[src/rtl/vga_pkg.sv]
`default_nettype none
// ============================================================================
// Package     : vga_pkg
// Description : Shared VGA frame-memory definitions used by the display-side
//               address sequencer and the write-side vram_writer.
// Revision    : 1.0 - initial release
// ============================================================================
package vga_pkg;

    // Default video RAM geometry: 128x128 RGB332 frame in a 14-bit space
    localparam int c_ADDR_W      = 14;
    localparam int c_DATA_W      = 8;
    localparam int c_FRAME_WORDS = 16384;

    // Write-side frame sequencer states
    typedef enum logic [1:0] {
        IDLE   = 2'd0,
        ACTIVE = 2'd1,
        DONE   = 2'd2
    } wr_state_t;

endpackage
`default_nettype wire

[src/rtl/pixel_fifo.sv]
`default_nettype none
// ============================================================================
// Module      : pixel_fifo
// Description : Small synchronous FIFO (pointer plus occupancy count) that
//               buffers accepted pixels until the RAM write port is granted.
//               dout presents the head entry combinationally.
// Revision    : 1.0 - initial release
// ============================================================================
module pixel_fifo #(
    parameter int DATA_W     = 8,
    parameter int FIFO_DEPTH = 4
) (
    input  logic              clk,
    input  logic              reset,
    input  logic              push,
    input  logic [DATA_W-1:0] din,
    input  logic              pop,
    output logic [DATA_W-1:0] dout,
    output logic              full,
    output logic              empty,
    input  logic              flush
);

    localparam int c_PTR_W = (FIFO_DEPTH > 1) ? $clog2(FIFO_DEPTH) : 1;
    localparam int c_CNT_W = $clog2(FIFO_DEPTH + 1);
    localparam logic [c_CNT_W-1:0] c_DEPTH = c_CNT_W'(FIFO_DEPTH);

    logic [DATA_W-1:0]  r_mem [FIFO_DEPTH];
    logic [c_PTR_W-1:0] r_wr_ptr;
    logic [c_PTR_W-1:0] r_rd_ptr;
    logic [c_CNT_W-1:0] r_count;

    logic w_push;
    logic w_pop;

    // Guard the handshakes so a stray push/pop can never corrupt occupancy
    assign w_push = push && !full;
    assign w_pop  = pop && !empty;

    assign full  = (r_count == c_DEPTH);
    assign empty = (r_count == '0);
    assign dout  = r_mem[r_rd_ptr];

    // Storage write; data words carry no reset since pointers define validity
    always_ff @(posedge clk) begin
        if (w_push && !flush && !reset) begin
            r_mem[r_wr_ptr] <= din;
        end
    end

    // Pointer and occupancy bookkeeping; flush empties the buffer like reset
    always_ff @(posedge clk) begin
        if (reset || flush) begin
            r_wr_ptr <= '0;
            r_rd_ptr <= '0;
            r_count  <= '0;
        end else begin
            if (w_push) begin
                r_wr_ptr <= r_wr_ptr + c_PTR_W'(1);
            end
            if (w_pop) begin
                r_rd_ptr <= r_rd_ptr + c_PTR_W'(1);
            end
            case ({w_push, w_pop})
                2'b10:   r_count <= r_count + c_CNT_W'(1);
                2'b01:   r_count <= r_count - c_CNT_W'(1);
                default: r_count <= r_count;
            endcase
        end
    end

endmodule
`default_nettype wire

[src/rtl/vram_writer.sv]
`default_nettype none
// ============================================================================
// Module      : vram_writer
// Description : Fills the video RAM with one frame of pixels. Pixels arrive
//               over valid/ready, are buffered in pixel_fifo and written to
//               sequential addresses only in cycles where the display side
//               grants the RAM port (wr_allow).
// Revision    : 1.0 - initial release
// ============================================================================
module vram_writer
    import vga_pkg::*;
#(
    parameter int ADDR_W      = c_ADDR_W,
    parameter int DATA_W      = c_DATA_W,
    parameter int FRAME_WORDS = c_FRAME_WORDS,
    parameter int FIFO_DEPTH  = 4
) (
    input  logic              clk,
    input  logic              reset,
    input  logic              start,
    input  logic              abort,
    input  logic              pix_valid,
    input  logic [DATA_W-1:0] pix_data,
    output logic              pix_ready,
    input  logic              wr_allow,
    output logic              mem_we,
    output logic [ADDR_W-1:0] mem_addr,
    output logic [DATA_W-1:0] mem_data,
    output logic              busy,
    output logic              frame_done
);

    // Counters are one bit wider than the address so a full frame is countable
    localparam int                  c_CNT_W     = ADDR_W + 1;
    localparam logic [c_CNT_W-1:0]  c_FRAME     = c_CNT_W'(FRAME_WORDS);
    localparam logic [ADDR_W-1:0]   c_LAST_ADDR = ADDR_W'(FRAME_WORDS - 1);

    wr_state_t          r_state;
    wr_state_t          w_state_nxt;
    logic               w_clear;

    logic [c_CNT_W-1:0] r_accept_cnt;
    logic [c_CNT_W-1:0] r_write_cnt;
    logic [ADDR_W-1:0]  r_addr;

    logic               r_mem_we;
    logic [ADDR_W-1:0]  r_mem_addr;
    logic [DATA_W-1:0]  r_mem_data;

    logic               w_push;
    logic               w_pop;
    logic               w_flush;
    logic               w_full;
    logic               w_empty;
    logic [DATA_W-1:0]  w_fifo_dout;

    // Accept only while a frame is open, room remains and the frame is not
    // yet fully accepted; depends on registered state only
    assign pix_ready = (r_state == ACTIVE) && !w_full && (r_accept_cnt < c_FRAME);
    assign w_push    = pix_valid && pix_ready;

    // Drain one word per granted cycle; an abort suppresses the write so the
    // RAM port is quiet in the following cycle
    assign w_pop     = (r_state == ACTIVE) && !w_empty && wr_allow && !abort;

    // A new frame or an abort both leave the buffer empty
    assign w_flush   = abort || w_clear;

    assign busy       = (r_state == ACTIVE);
    assign frame_done = (r_state == DONE);

    assign mem_we   = r_mem_we;
    assign mem_addr = r_mem_addr;
    assign mem_data = r_mem_data;

    pixel_fifo #(
        .DATA_W     (DATA_W),
        .FIFO_DEPTH (FIFO_DEPTH)
    ) u_pixel_fifo (
        .clk   (clk),
        .reset (reset),
        .push  (w_push),
        .din   (pix_data),
        .pop   (w_pop),
        .dout  (w_fifo_dout),
        .full  (w_full),
        .empty (w_empty),
        .flush (w_flush)
    );

    // Frame sequencer state register
    always_ff @(posedge clk) begin
        if (reset) begin
            r_state <= IDLE;
        end else begin
            r_state <= w_state_nxt;
        end
    end

    // Next-state logic; abort overrides everything, including a start
    always_comb begin
        w_state_nxt = r_state;
        w_clear     = 1'b0;
        case (r_state)
            IDLE: begin
                if (start) begin
                    w_state_nxt = ACTIVE;
                    w_clear     = 1'b1;
                end
            end
            ACTIVE: begin
                if (r_write_cnt == c_FRAME) begin
                    w_state_nxt = DONE;
                end
            end
            DONE: begin
                w_state_nxt = IDLE;
            end
            default: begin
                w_state_nxt = IDLE;
            end
        endcase
        if (abort) begin
            w_state_nxt = IDLE;
            w_clear     = 1'b0;
        end
    end

    // Accept/write counters and the RAM address counter
    always_ff @(posedge clk) begin
        if (reset || w_clear) begin
            r_accept_cnt <= '0;
            r_write_cnt  <= '0;
            r_addr       <= '0;
        end else begin
            if (w_push) begin
                r_accept_cnt <= r_accept_cnt + c_CNT_W'(1);
            end
            if (w_pop) begin
                r_write_cnt <= r_write_cnt + c_CNT_W'(1);
                // Return to 0 after the last frame address even when the
                // frame is smaller than the address space
                if (r_addr == c_LAST_ADDR) begin
                    r_addr <= '0;
                end else begin
                    r_addr <= r_addr + ADDR_W'(1);
                end
            end
        end
    end

    // Registered RAM write port; address/data hold between writes
    always_ff @(posedge clk) begin
        if (reset) begin
            r_mem_we   <= 1'b0;
            r_mem_addr <= '0;
            r_mem_data <= '0;
        end else begin
            r_mem_we <= w_pop;
            if (w_pop) begin
                r_mem_addr <= r_addr;
                r_mem_data <= w_fifo_dout;
            end
        end
    end

endmodule
`default_nettype wire
[config.mk]
export PLATFORM = sky130hd
export DESIGN_NAME = vram_writer
export DESIGN_NICKNAME = d
export VERILOG_FILES = /design/src/rtl/vga_pkg.sv /design/src/rtl/pixel_fifo.sv /design/src/rtl/vram_writer.sv
export SDC_FILE = /design/constraint.sdc
export NUM_CORES = 1
export LEC_CHECK = 0
export ABC_AREA = 1
export CAP_MARGIN = 0
export CORE_MARGIN = 8
export CORE_UTILIZATION = 35
export CTS_CLUSTER_SIZE = 12
export DETAILED_ROUTE_END_ITERATION = 10
export GPL_ROUTABILITY_DRIVEN = 0
export PLACE_DENSITY = 0.63
export SLEW_MARGIN = 0
export SYNTH_ARGS = -nofsm -noshare
export SYNTH_HDL_FRONTEND = slang
export SYNTH_SLANG_ARGS = --single-unit
[constraint.sdc]
create_clock -name clk -period 2.06 [get_ports clk]
set_clock_uncertainty 0.15 [all_clocks]
set_input_delay 0.412 -clock clk [delete_from_list [all_inputs] [get_ports clk]]
set_output_delay 0.412 -clock clk [all_outputs]
set_load 0.02 [all_outputs]
==> impl_metrics.json <==
{
  "outcome": "finished clean",
  "tns_ps": 0,
  "grt_pass1_wl_microns": 17900,
  "wirelength_microns": 10700,
  "critPathArrivalTime_ps": 2040,
  "swShare_pct": 20.5,
  "switchingPower_uw": 853,
  "crit_slowest_cell": "fa_2",
  "crit_path_end_kind": "flop",
  "crit_top_cell": "inv_2",
  "syn_nets": 634,
  "die_h_microns": 135,
  "wl_per_cell_microns": 12.5,
  "leakage_nw": 2.25,
  "rows": 43,
  "drive_gt1_share_pct": 12.7,
  "vias": 4061,
  "synth-seq-area-share_pct": 50.5,
  "synth_edf_count": 32,
  "internal-power_mw": 3.32,
  "cts.clk_slew.worst_paths_ps": 70,
  "clock-root-buffer": "clkbuf_16",
  "pwr-share-clk_pct": 43.6,
  "insertion_delay_ps": 350,
  "async_flop_share_pct": 0,
  "ir_drop_mv": 0.401,
  "slew_headroom_pct": 70.6,
  "synth.avg_cell_area_sq_um": 8.06,
  "syn_area_sq_um": 4910,
  "hold_class": "reg2reg",
  "numPortBuffers": 39,
  "clk_path_buf_depth": 2,
  "cts_tree": "yes",
  "tightestPinTransition_ps": 441,
  "remaining_drc_errors": 0,
  "synthFlopType": "dfxtp_1",
  "maxSlewViolCount": 0,
  "worstPathMaxFanout": 4,
  "grt_remaining_overflow": 0,
  "comb_power_share_pct": 3.9,
  "fillCellCount": 1291,
  "slowest_delay_ps": 410,
  "htreeDepth": 3,
  "final_util_pct": 43.5,
  "yosysUniqueCellTypes": 37,
  "antenna_found_initial": 0,
  "cts_sinks": 108,
  "start_kind": "flop",
  "seqPwrFrac_pct": 52.5,
  "hold_buffers": 0,
  "grt.total_usage_pct": 12.2,
  "core_area_sq_um": 13800,
  "timing.fmax_mhz": 514,
  "drt-initial-drc-count": 256,
  "die_area_sq_um": 18100,
  "syn_to_final_growth_pct": 22.5,
  "placed_area_sq_um": 5690,
  "period_needed_ps": 1940,
  "final-setup-viol-count": 0,
  "layout_setup_ws_ps": 116,
  "fp.dieW_microns": 135,
  "via_per_inst": 4.73,
  "path_cells": "inv_2 -> nor2_4 -> nand2_4 -> nor2_8 -> ha_4 -> inv_2 -> fa_2 -> a21oi_2 -> o21ai_2 -> o21ai_1 -> a21oi_1",
  "grt_pass1_vias": 3823,
  "p_per_area_nw_per_um2": 693,
  "hold_slack_ps": 318,
  "grt_max_degree": 44,
  "criticalPathCategory": "reg2reg",
  "start_util_pct": 35.5,
  "post-dp-hpwl_microns": 7660,
  "required_ps": 2150,
  "final_net_count": 697,
  "firstDrtPassIters": 4,
  "fin_area_sq_um": 6020,
  "ant_nets": 0,
  "post-route-period-util_pct": 94.4,
  "drv_cap": 0,
  "pre_cts_ws_ps": -354,
  "synth_seq_cells": 108,
  "hold_violations": 0,
  "syn_inst": 610,
  "synth_warnings": 0,
  "io_pins": 40,
  "antenna_cells": 0,
  "numCtsBuffers": 9
}
critical path: cells and delay by family, from the launching register on:
family / cells / cell delay [ps]
adder cells (fa/ha/maj): 2 / 540
AO/OA/AOI/OAI: 4 / 420
buffers and inverters: 2 / 90
AND/OR/NAND/NOR: 3 / 260
flip-flops: 1 / 370
timing repair:
item,CTS,global route
buffers inserted,0,0
setup endpoints to repair,3,4
cloned,0,0
gates resized for setup,4,12
pin swaps,0,6
layout make-up:
cell class                      instances  area (sq um)  share of cell area, %
Tap cell                              180           225                   3.74
Sequential cell                       108          2490                   41.4
Multi-Input combinational cell        419          2110                   35.0
Inverter                               67           251                   4.18
Clock buffer                            9           225                   3.74
Clock inverter                          7          91.3                   1.52
Timing Repair Buffer                   68           631                   10.5
flip-flops by register name (all words and copies together) (netlist names):
signal / flops
u_pixel_fifo.r_mem: 32
r_accept_cnt: 15
r_write_cnt: 15
mem_addr: 14
r_addr: 14
mem_data: 8
u_pixel_fifo.r_count: 3
r_state: 2
u_pixel_fifo.r_rd_ptr: 2
u_pixel_fifo.r_wr_ptr: 2
mem_we: 1
Yosys cell counts (2+ instances only):
| master | n | area [sq um] |
|---|---|---|
| o22ai_1 | 8 | 50.1 |
| nand2_2 | 4 | 25.0 |
| nand3b_1 | 2 | 15.0 |
| nor2_1 | 124 | 465 |
| nand3_4 | 2 | 35.0 |
| nor3b_1 | 2 | 15.0 |
| clkbuf_1 | 2 | 7.51 |
| nand3_1 | 25 | 125 |
| a211oi_2 | 2 | 25.0 |
| ha_1 | 9 | 113 |
| buf_6 | 4 | 45.0 |
| inv_1 | 61 | 229 |
| inv_2 | 6 | 22.5 |
| nand4_1 | 8 | 50.1 |
| o21ai_1 | 3 | 15.0 |
| nor2_2 | 2 | 12.5 |
| xnor2_1 | 2 | 17.5 |
| nor2_4 | 6 | 67.6 |
| nor3_1 | 10 | 50.1 |
| xor2_1 | 4 | 35.0 |
| buf_4 | 3 | 22.5 |
| nand2_1 | 113 | 424 |
| o21ai_0 | 45 | 225 |
| a21oi_1 | 38 | 190 |
| dfxtp_1 | 76 | 1520 |
| buf_2 | 7 | 35.0 |
| edfxtp_1 | 32 | 961 |
logic make-up after synthesis:
kind of cell,after synthesis,share of synthesized area (%)
xor+xnor,6,1.07
fa+ha+maj,10,2.70
buf+inv,83,7.36
compound gates,99,11.0
simple gates,304,27.4
flops,108,50.5
cell usage in the layout, fill, tap and decap left out, types with 2 or more instances in the layout:
cell type,netlist,layout
nand3_4,2,2
buf_12,0,2
buf_4,3,27
nor2_1,124,123
nand2_1,113,113
nand4_1,8,8
nand2_2,4,3
nand3_1,25,24
nor3_1,10,10
clkinvlp_2,0,2
bufinv_16,0,2
edfxtp_1,32,32
xnor2_1,2,2
clkinv_4,0,2
a21oi_1,38,37
dfxtp_1,76,73
clkdlybuf4s50_1,0,34
nor3b_1,2,2
nor2_2,2,3
o22ai_1,8,8
ha_1,9,8
inv_2,6,10
xor2_1,4,4
o21ai_1,3,4
nand3b_1,2,2
dlygate4sd2_1,0,2
inv_1,61,57
a211oi_2,2,2
o21ai_0,45,43
dfxtp_2,0,2
nor2_4,6,6
nand2_4,1,2
clkbuf_16,0,9
nand3_2,1,2
dlymetal6s2s_1,0,2
path summary, 6_finish.rpt:
kind,from,end,slack (ps),cells past startpoint
worst min-delay path,mem_addr[3]$_SDFFE_PP0N_,mem_addr[3]$_SDFFE_PP0N_,320,2
worst max register to register,r_state[0]$_SDFFE_PP0P_,u_pixel_fifo.r_count[2]$_SDFFE_PP0P_,120,11
worst max-delay path,r_state[0]$_SDFFE_PP0P_,u_pixel_fifo.r_count[2]$_SDFFE_PP0P_,120,11
worst min register to register,mem_addr[3]$_SDFFE_PP0N_,mem_addr[3]$_SDFFE_PP0N_,320,2
power groups by stage:
stage / Sequential, mW / Combinational, mW / Clock (mW)
floorplan: 2.24 / 0.0754 / 0
global placement: 2.24 / 0.163 / 0
detailed placement: 2.24 / 0.166 / 0
CTS: 2.19 / 0.165 / 1.88
global route: 2.19 / 0.178 / 1.95
finish: 2.19 / 0.161 / 1.82
per-layer routing:
| layer | wire, microns | global-route usage, % | vias up |
|---|---|---|---|
| met4 | 123 | 3.62 | 0 |
| met1 | 4710 | 14.4 | 1870 |
| met2 | 5320 | 20.6 | 81 |
| met5 | 0 | 0 | - |
| met3 | 566 | 3.94 | 6 |
| li1 | - | - | 2104 |
metrics by stage:
step | cells | power [mW]
2_1_floorplan | 610 | 2.31
3_3_place_gp | 842 | 2.40
3_5_place_dp | 842 | 2.41
4_1_cts | 858 | 4.23
5_1_grt | 858 | 4.31
6_report | 858 | 4.17
Power figures use the tool's default switching activity.
